==> src/rtl/ucode_seq.sv <==
// Micro-code M-cycle sequencer: walks an opcode's step list, handles HALT and interrupt dispatch.
// Latency: outputs are combinational decodes of registered state, and the state advances one step per clock.
// Backpressure: stall holds idx, irq_step and state, and suppresses fetch and irq_ack.
//
// Ports:
//   clk, rst                      clock; synchronous active-high reset
//   step_vec                      packed step codes, step k at [k*STEP_W +: STEP_W]
//   last_idx                      final step index (clamped to MAX_STEPS-1)
//   cond_en/cond_idx/cond_met     optional early exit when the condition is false at cond_idx
//   stall                         memory not ready; freeze the sequencer
//   ime, irq_pending              interrupt enable and request
//   step, idx                     active step code and its index
//   fetch                         opcode fetch this cycle
//   irq_step, in_irq, irq_ack     interrupt dispatch progress
//   halted                        core is in HALT
module ucode_seq #(
  parameter int                MAX_STEPS = 6,
  parameter int                STEP_W    = 4,
  parameter int                IRQ_LEN   = 5,
  parameter logic [STEP_W-1:0] HALT_CODE = '1,
  localparam int               IDX_W     = $clog2(MAX_STEPS)
) (
  input  logic                          clk,
  input  logic                          rst,
  input  logic [MAX_STEPS*STEP_W-1:0]   step_vec,
  input  logic [IDX_W-1:0]              last_idx,
  input  logic                          cond_en,
  input  logic [IDX_W-1:0]              cond_idx,
  input  logic                          cond_met,
  input  logic                          stall,
  input  logic                          ime,
  input  logic                          irq_pending,
  output logic [STEP_W-1:0]             step,
  output logic [IDX_W-1:0]              idx,
  output logic                          fetch,
  output logic [2:0]                    irq_step,
  output logic                          in_irq,
  output logic                          irq_ack,
  output logic                          halted
);

  typedef enum logic [1:0] {
    ST_RUN  = 2'd0,
    ST_HALT = 2'd1,
    ST_IRQ  = 2'd2
  } state_t;

  localparam logic [IDX_W:0]   MAX_V    = (IDX_W+1)'(MAX_STEPS);
  localparam logic [IDX_W-1:0] IDX_MAX  = IDX_W'(MAX_STEPS - 1);
  localparam logic [2:0]       IRQ_LAST = 3'(IRQ_LEN - 1);

  state_t           state_q, state_d;
  logic [IDX_W-1:0] idx_q, idx_d;
  logic [2:0]       irq_step_q, irq_step_d;

  state_t           cur_state;
  logic [IDX_W-1:0] cur_idx;
  logic [IDX_W-1:0] eff_last;
  logic             cond_ok;
  logic             is_last;
  logic [STEP_W-1:0] run_code;

  always_ff @(posedge clk) begin
    if (rst) begin
      state_q    <= ST_RUN;
      idx_q      <= '0;
      irq_step_q <= '0;
    end else begin
      state_q    <= state_d;
      idx_q      <= idx_d;
      irq_step_q <= irq_step_d;
    end
  end

  always_comb begin
    // While reset is asserted the outputs already look like RUN at idx 0,
    // so nothing from an aborted HALT/IRQ leaks out during the reset cycle.
    cur_state = rst ? ST_RUN : state_q;
    cur_idx   = rst ? '0 : idx_q;

    eff_last = ({1'b0, last_idx} >= MAX_V) ? IDX_MAX : last_idx;
    // A condition index beyond the final step can never be reached.
    cond_ok  = cond_en && (cond_idx <= eff_last);

    run_code = '0;
    for (int k = 0; k < MAX_STEPS; k++) begin
      if (cur_idx == IDX_W'(k)) run_code = step_vec[k*STEP_W +: STEP_W];
    end

    is_last = (cur_idx >= eff_last) || (cond_ok && (cur_idx == cond_idx) && !cond_met);

    state_d    = state_q;
    idx_d      = idx_q;
    irq_step_d = irq_step_q;
    step       = '0;
    idx        = cur_idx;
    fetch      = 1'b0;
    in_irq     = 1'b0;
    irq_ack    = 1'b0;
    halted     = 1'b0;

    case (cur_state)
      ST_RUN: begin
        step = run_code;
        if (!stall) begin
          // HALT wins over both the normal fetch and interrupt entry.
          if (run_code == HALT_CODE) begin
            state_d = ST_HALT;
            idx_d   = '0;
          end else if (!is_last) begin
            idx_d = cur_idx + IDX_W'(1);
          end else if (ime && irq_pending) begin
            state_d    = ST_IRQ;
            idx_d      = '0;
            irq_step_d = '0;
          end else begin
            fetch = 1'b1;
            idx_d = '0;
          end
        end
      end

      ST_HALT: begin
        halted = 1'b1;
        idx    = '0;
        if (!stall && irq_pending) begin
          idx_d = '0;
          if (ime) begin
            state_d    = ST_IRQ;
            irq_step_d = '0;
          end else begin
            fetch   = 1'b1;
            state_d = ST_RUN;
          end
        end
      end

      ST_IRQ: begin
        in_irq = 1'b1;
        idx    = '0;
        // irq_pending is deliberately not looked at here.
        if (!stall) begin
          if (irq_step_q == IRQ_LAST) begin
            irq_ack    = 1'b1;
            fetch      = 1'b1;
            state_d    = ST_RUN;
            idx_d      = '0;
            irq_step_d = '0;
          end else begin
            irq_step_d = irq_step_q + 3'd1;
          end
        end
      end

      default: begin
        state_d    = ST_RUN;
        idx_d      = '0;
        irq_step_d = '0;
      end
    endcase
  end

  assign irq_step = in_irq ? irq_step_q : 3'd0;

endmodule

==> config.mk <==
export PLATFORM = sky130hd
export DESIGN_NAME = ucode_seq
export DESIGN_NICKNAME = d
export VERILOG_FILES = /design/src/rtl/ucode_seq.sv
export SDC_FILE = /design/constraint.sdc
export NUM_CORES = 1
export LEC_CHECK = 0
export ABC_AREA = 1
export BUFFER_PORTS_ARGS = -buffer_cell sky130_fd_sc_hd__buf_2
export CAP_MARGIN = 25
export CORE_ASPECT_RATIO = 1.5
export CORE_MARGIN = 1.5
export CORE_UTILIZATION = 44
export CTS_BUF_LIST = sky130_fd_sc_hd__clkbuf_16
export CTS_CLUSTER_DIAMETER = 120
export DETAILED_ROUTE_END_ITERATION = 8
export GPL_TIMING_DRIVEN = 0
export PLACE_DENSITY = 0.72
export SLEW_MARGIN = 20
export SYNTH_ARGS = -nofsm -noshare
export SYNTH_HDL_FRONTEND = slang
export SYNTH_SLANG_ARGS = --single-unit
==> constraint.sdc <==
create_clock -name clk -period 2.7 [get_ports clk]
set_input_delay 0.54 -clock clk [delete_from_list [all_inputs] [get_ports clk]]
set_output_delay 0.54 -clock clk [all_outputs]
set_load 0.005 [all_outputs]
# Word level (Yosys, flattened, before mapping)
# Cells that the tools add are included.
classes:
  n_addsub: 2
  order_cmp: 3
  eq_ne: 20
  muxes: 49
  n_reduce_logical: 14
op_table:
  columns: ["cell", "n"]
  rows:
  - ["3-bit 2-to-1 mux", 18]
  - ["4-bit 2-to-1 mux", 7]
  - ["2-bit 2-to-1 mux", 9]
  - ["3-bit one-hot mux with 3 select lines", 2]
  - ["2-bit inequality test (second input constant)", 8]
  - ["1-bit 2-to-1 mux", 11]
  - ["3-bit equality test (second input constant)", 3]
  - ["7-bit AND reduction", 1]
  - ["3-bit by 1-bit adder with 3-bit output (second input constant)", 2]
  - ["3-bit by 2-bit equality test with 1-bit output (second input constant)", 2]
  - ["3-bit inequality test (second input constant)", 2]
  - ["2-bit one-hot mux with 3 select lines", 1]
  - ["6-bit AND reduction", 1]
  - ["1-bit logical AND", 5]
  - ["4-bit equality test (second input constant)", 1]
  - ["4-bit AND reduction", 1]
  - ["3-bit by 1-bit equality test with 1-bit output (second input constant)", 1]
  - ["3-bit equality test", 1]
  - ["3-bit greater-or-equal comparator", 1]
  - ["3-bit greater-or-equal comparator (second input constant)", 1]
  - ["3-bit <= comparator", 1]
  - ["3-bit zero test", 1]
  - ["1-bit one-hot mux with 3 select lines", 1]
  - ["2-bit by 1-bit equality test with 1-bit output (second input constant)", 1]
  - ["other kinds (5)", 6]
word_totals:
  regBits: 8
  inputBits: 37

# Logic depth before layout (Yosys ltp)
depth:
  word_depth: 12
  depth_mapped: 19
  mapped_depth_nobuf: 19

# Worst setup path before layout
# Ideal clock, no wire load.
synth_path:
  path_type: "input port to output port"
  from: "input port rst"
  to: "output port fetch"
  t_arrival_ps: 2128
  setup_slack_ps: 32
  stages: 15
  n_path_buf: 0
  path_cell_list: "inv_2 nand2_1 inv_1 ha_1 ha_1 inv_1 o21ai_1 clkinv_1 nand2_1 nand2_1 o21ai_2 nor2_4 nand2_2 nand4_1 a21oi_1"
synth_between:
  elab_chain_len: 12
  word_cells_on_any_way: 27
  classes_between: "order compare: 1; eq/ne: 9; mux: 12; reduce/logical: 5"
synth_lines:
  columns: ["item", "line_no", "text"]
  rows:
  - ["start, declared", "24", "input logic rst,"]
  - ["3-bit 2-to-1 mux", "79", "cur_idx = rst ? '0 : idx_q;"]
  - ["3-bit zero test", "87", "if (cur_idx == IDX_W'(k)) run_code = step_vec[k*STEP_W +: STEP_W];"]
  - ["4-bit 2-to-1 mux (6 in series)", "87", null]
  - ["4-bit equality test", "107", "if (run_code == HALT_CODE) begin"]
  - ["1-bit 2-to-1 mux", "107", null]
  - ["1-bit 2-to-1 mux", "105", "if (!stall) begin"]
  - ["1-bit one-hot mux with 3 select lines *", "102", "case (cur_state)"]
  - ["end, declared", "35", "output logic fetch,"]
# Mark *: on every way between the ends. The rest lies on a longest branch, timed or not.

# Worst setup path in the final report
# Same ends and word-level chain as after synthesis.

==> summary.md <==
| Metric | Value |
|---|---|
| Worst r2r path cells | `21` |
| Gp weighted congestion | `0.820` |
| # port buffers | `50` |
| Die width | `47.4 um` |
| Initial antenna violation count | `0` |
| Global routing's busiest layer | `met2` |
| Fin cells | `323` |
| Pre-antenna DRT Iters | `4` |
| Least-Margin Pin Slew | `361 ps` |
| Diode count | `0` |
| Synth-to-layout area growth | `46.1%` |
| Class of the worst hold path | `in2reg` |
| Global route overflow | `0` |
| Core area | `2850 um2` |
| Drt initial violations | `24` |
| Switching Share | `0.296` |
| Nets | `338` |
| Worst VDD drop | `332 uV` |
| Design area | `1900 um2` |
| WL final | `3360 um` |
| FF-to-FF Start | `idx_q[0]` |
| Netlist Area Pre-Place | `1300 um2` |
| Crit-path max FO | `5` |
| Reg2Reg Capture Point | `state_q[1]` |
| Seq/Total Area, Yosys | `0.123` |
| Post-route clock period utilization | `0.998` |
| Root Buffer | `clkbuf_16` |
| Pleak | `0.00105 uW` |
| Post-Syn Area per Cell | `5.98 um2` |
| Via count | `1553` |
| Synthesized instance count | `218` |
| Initial Util | `0.457` |
| Part of the power in registers | `0.214` |
| Met3 global-route usage | `0.0339` |
| Post-route minimum period | `2690 ps` |
| Sw Pwr | `173 uW` |
| Reg2Reg Setup Slack | `480 ps` |
| Sink Count | `8` |
| Slowest cell on crit path | `nor2_4` |
| Crit-path max cell delay | `220 ps` |
| Multi-input logic area | `1050 um2` |
| Fill cells | `289` |
| Vias in the first global route | `1395` |
| Syn Nets | `270` |
| RSZ-0062 raised after global routing | `yes` |
| Reg area | `160 um2` |
| Placed Area | `1600 um2` |
| # setup viols final | `0` |
| TritonCTS Buffers | `3` |
| Boundary Pins | `51` |
| Clock Skew | `0.327 ps` |
| Met2 Usage GRT | `0.399` |
| Worst hold stages | `2` |
| Critical path class | `in2out` |
| Total GRT Usage | `0.216` |
| Cell row count | `24` |
| Synthesis Warnings | `0` |
| Die area | `3310 um2` |
| Clock share of power | `0.429` |
| GRT met1 Usage | `0.238` |
| Status | `completed` |
| First-pass GRT wire length | `5460 um` |
| Residual DRC | `0` |
| P per Cell Area | `306 nW/um2` |
| Routed Antenna Nets | `0` |
| Worst EP arrival | `2150 ps` |
| Worst Path Required | `2160 ps` |
| Max_cap viols | `0` |
| Fraction of layout cells with a size suffix above 1 | `0.405` |
| Die Ht | `69.7 um` |
| CTS max path bufs | `2` |
| Via density | `4.81` |
| Largest net degree at the start of global routing | `9` |
| Post-synth cell types | `33` |
| Worst hold endpoint | `irq_step_q[2]` |
| Int Pwr | `410 uW` |
| Setup TNS | `0 ps` |
| Fin. Hold Viols | `0` |
| CTS tree | `yes` |
| Clock latency on the worst-skew pair | `230 ps` |
| Placed cells | `307` |
| Max transition margin | `0.758` |
| Post-detail-place hpwl | `2530 um` |
| Critical Path Sink Type | `output pin` |
| H-tree depth | `1` |
| Hold_sp | `rst` |
| Max Slew Vio Count | `0` |
| Yosys reg bits | `8` |
| Critical path cell sequence | `buf_12 > nor2_4 > ha_4 > ha_4 > inv_4 > o21ai_2 > inv_1 > nand2_1 > nand2_1 > a21boi_2 > nor2_4 > nand2_2 > nand4_1 > a21oi_1 > buf_2` |
| Clk pin slew, worst setup/hold paths | `40 ps` |
| Fmax | `371 MHz` |
| Startpoint Class | `input port` |
| Wire per inst | `10.4 um` |
| Comb pwr share | `0.356` |
[worst max-delay path by stage]
stage	startpoint	endpoint	slack (ps)	depth (start not counted)
2_1_floorplan	rst	fetch	30	15
3_3_place_gp	rst	fetch	-560	17
3_5_place_dp	rst	fetch	-540	17
4_1_cts	rst	fetch	0.06	17
5_1_grt	rst	fetch	-110	15
6_report	rst	fetch	6	15
[power groups by stage]
stage	Clock [uW]	Combinational [uW]	Sequential [uW]
detailed placement	0	174	126
global route	257	234	125
floorplan	0	113	126
finish	250	208	125
CTS	250	192	125
global placement	0	172	126
[timing repair]
item                                    CTS  global route
buffers inserted                          9             4
gates resized for setup                  22            12
pin swaps                                 5            11
hold buffers                              0             0
endpoints found under the setup margin    5             1
[worst max-delay path, delay by kind of cell]
| family | cells | cell delay, ps |
|---|---|---|
| simple gates | 6 | 550 |
| compound gates | 3 | 380 |
| fa+ha+maj | 2 | 340 |
| buf+inv | 4 | 320 |
[registers in the layout, summed over array words and instances, names as in the netlist]
name        count
idx_q           3
irq_step_q      3
state_q         2
[cells in the mapped netlist]
| library cell | instances | area [um2] |
|---|---|---|
| nor4_2 | 1 | 12.5 |
| nand4_1 | 6 | 37.5 |
| buf_2 | 1 | 5.00 |
| nor4_1 | 1 | 6.26 |
| ha_1 | 15 | 188 |
| clkinv_1 | 1 | 3.75 |
| clkinv_2 | 1 | 5.00 |
| or2_2 | 1 | 6.26 |
| nand3_2 | 4 | 40.0 |
| inv_1 | 33 | 124 |
| o21ai_1 | 4 | 20.0 |
| inv_2 | 7 | 26.3 |
| nor2_1 | 24 | 90.1 |
| buf_12 | 1 | 20.0 |
| a32o_1 | 1 | 10.0 |
| nand2_4 | 2 | 22.5 |
| dfxtp_1 | 8 | 160 |
| o21ai_0 | 4 | 20.0 |
| nand2_1 | 61 | 229 |
| nor2_4 | 2 | 22.5 |
| nand3_1 | 13 | 65.1 |
| nand2_2 | 5 | 31.3 |
| and2_4 | 1 | 8.76 |
| a21o_1 | 1 | 7.51 |
| nand2_8 | 1 | 20.0 |
| a21oi_1 | 7 | 35.0 |
| nor2_2 | 3 | 18.8 |
| a21boi_2 | 2 | 22.5 |
| o21ai_2 | 1 | 8.76 |
| inv_4 | 1 | 6.26 |
| o221ai_1 | 1 | 8.76 |
| o21bai_1 | 1 | 7.51 |
| nor3_1 | 3 | 15.0 |
[routing by layer]
metal  wire length, um  vias up  part of all wire
li1                  -      817                 -
met1              1370      696              0.41
met2              1860       36              0.55
met3               106        4             0.032
met4                25        0            0.0074
met5                 0        -                 0
[kinds of logic after synthesis]
group	count (synthesis)	synth area share
AOI/OAI and AO/OA	22	0.107
adders and majority gates	15	0.144
buffers and inverters	45	0.146
DFF	8	0.123
and+or+nand+nor	128	0.480
[per-stage QoR]
step	util	hold slack, ps	setup slack [ps]	total power (uW)
2_1_floorplan	-	472	31.6	239
3_3_place_gp	0.562	498	-561	298
3_5_place_dp	0.562	502	-537	300
4_1_cts	0.641	509	0.0615	567
5_1_grt	0.668	489	-111	617
6_report	0.668	488	6.08	583
[placed cells by master, fill, tap and decap left out, drive strengths merged, types with 2 or more instances in the layout]
| cell | synthesis | final |
|---|---|---|
| a21oi | 7 | 7 |
| dfxtp | 8 | 8 |
| inv | 41 | 42 |
| clkbuf | 0 | 3 |
| nand2 | 69 | 69 |
| ha | 15 | 15 |
| a21boi | 2 | 2 |
| o21ai | 9 | 9 |
| nand4 | 6 | 6 |
| nor2 | 29 | 29 |
| buf | 2 | 65 |
| nor3 | 3 | 3 |
| nor4 | 2 | 2 |
| nand3 | 17 | 17 |
[final cells by class]
cell class                      count  area share
Clock buffer                        3      0.0394
Sequential cell                     8      0.0841
Timing Repair Buffer               63       0.191
Inverter                           43      0.0946
Buffer                              2      0.0131
Tap cell                           39      0.0256
Multi-Input combinational cell    165       0.553
Note: power is estimated with default switching activity, not from simulation.
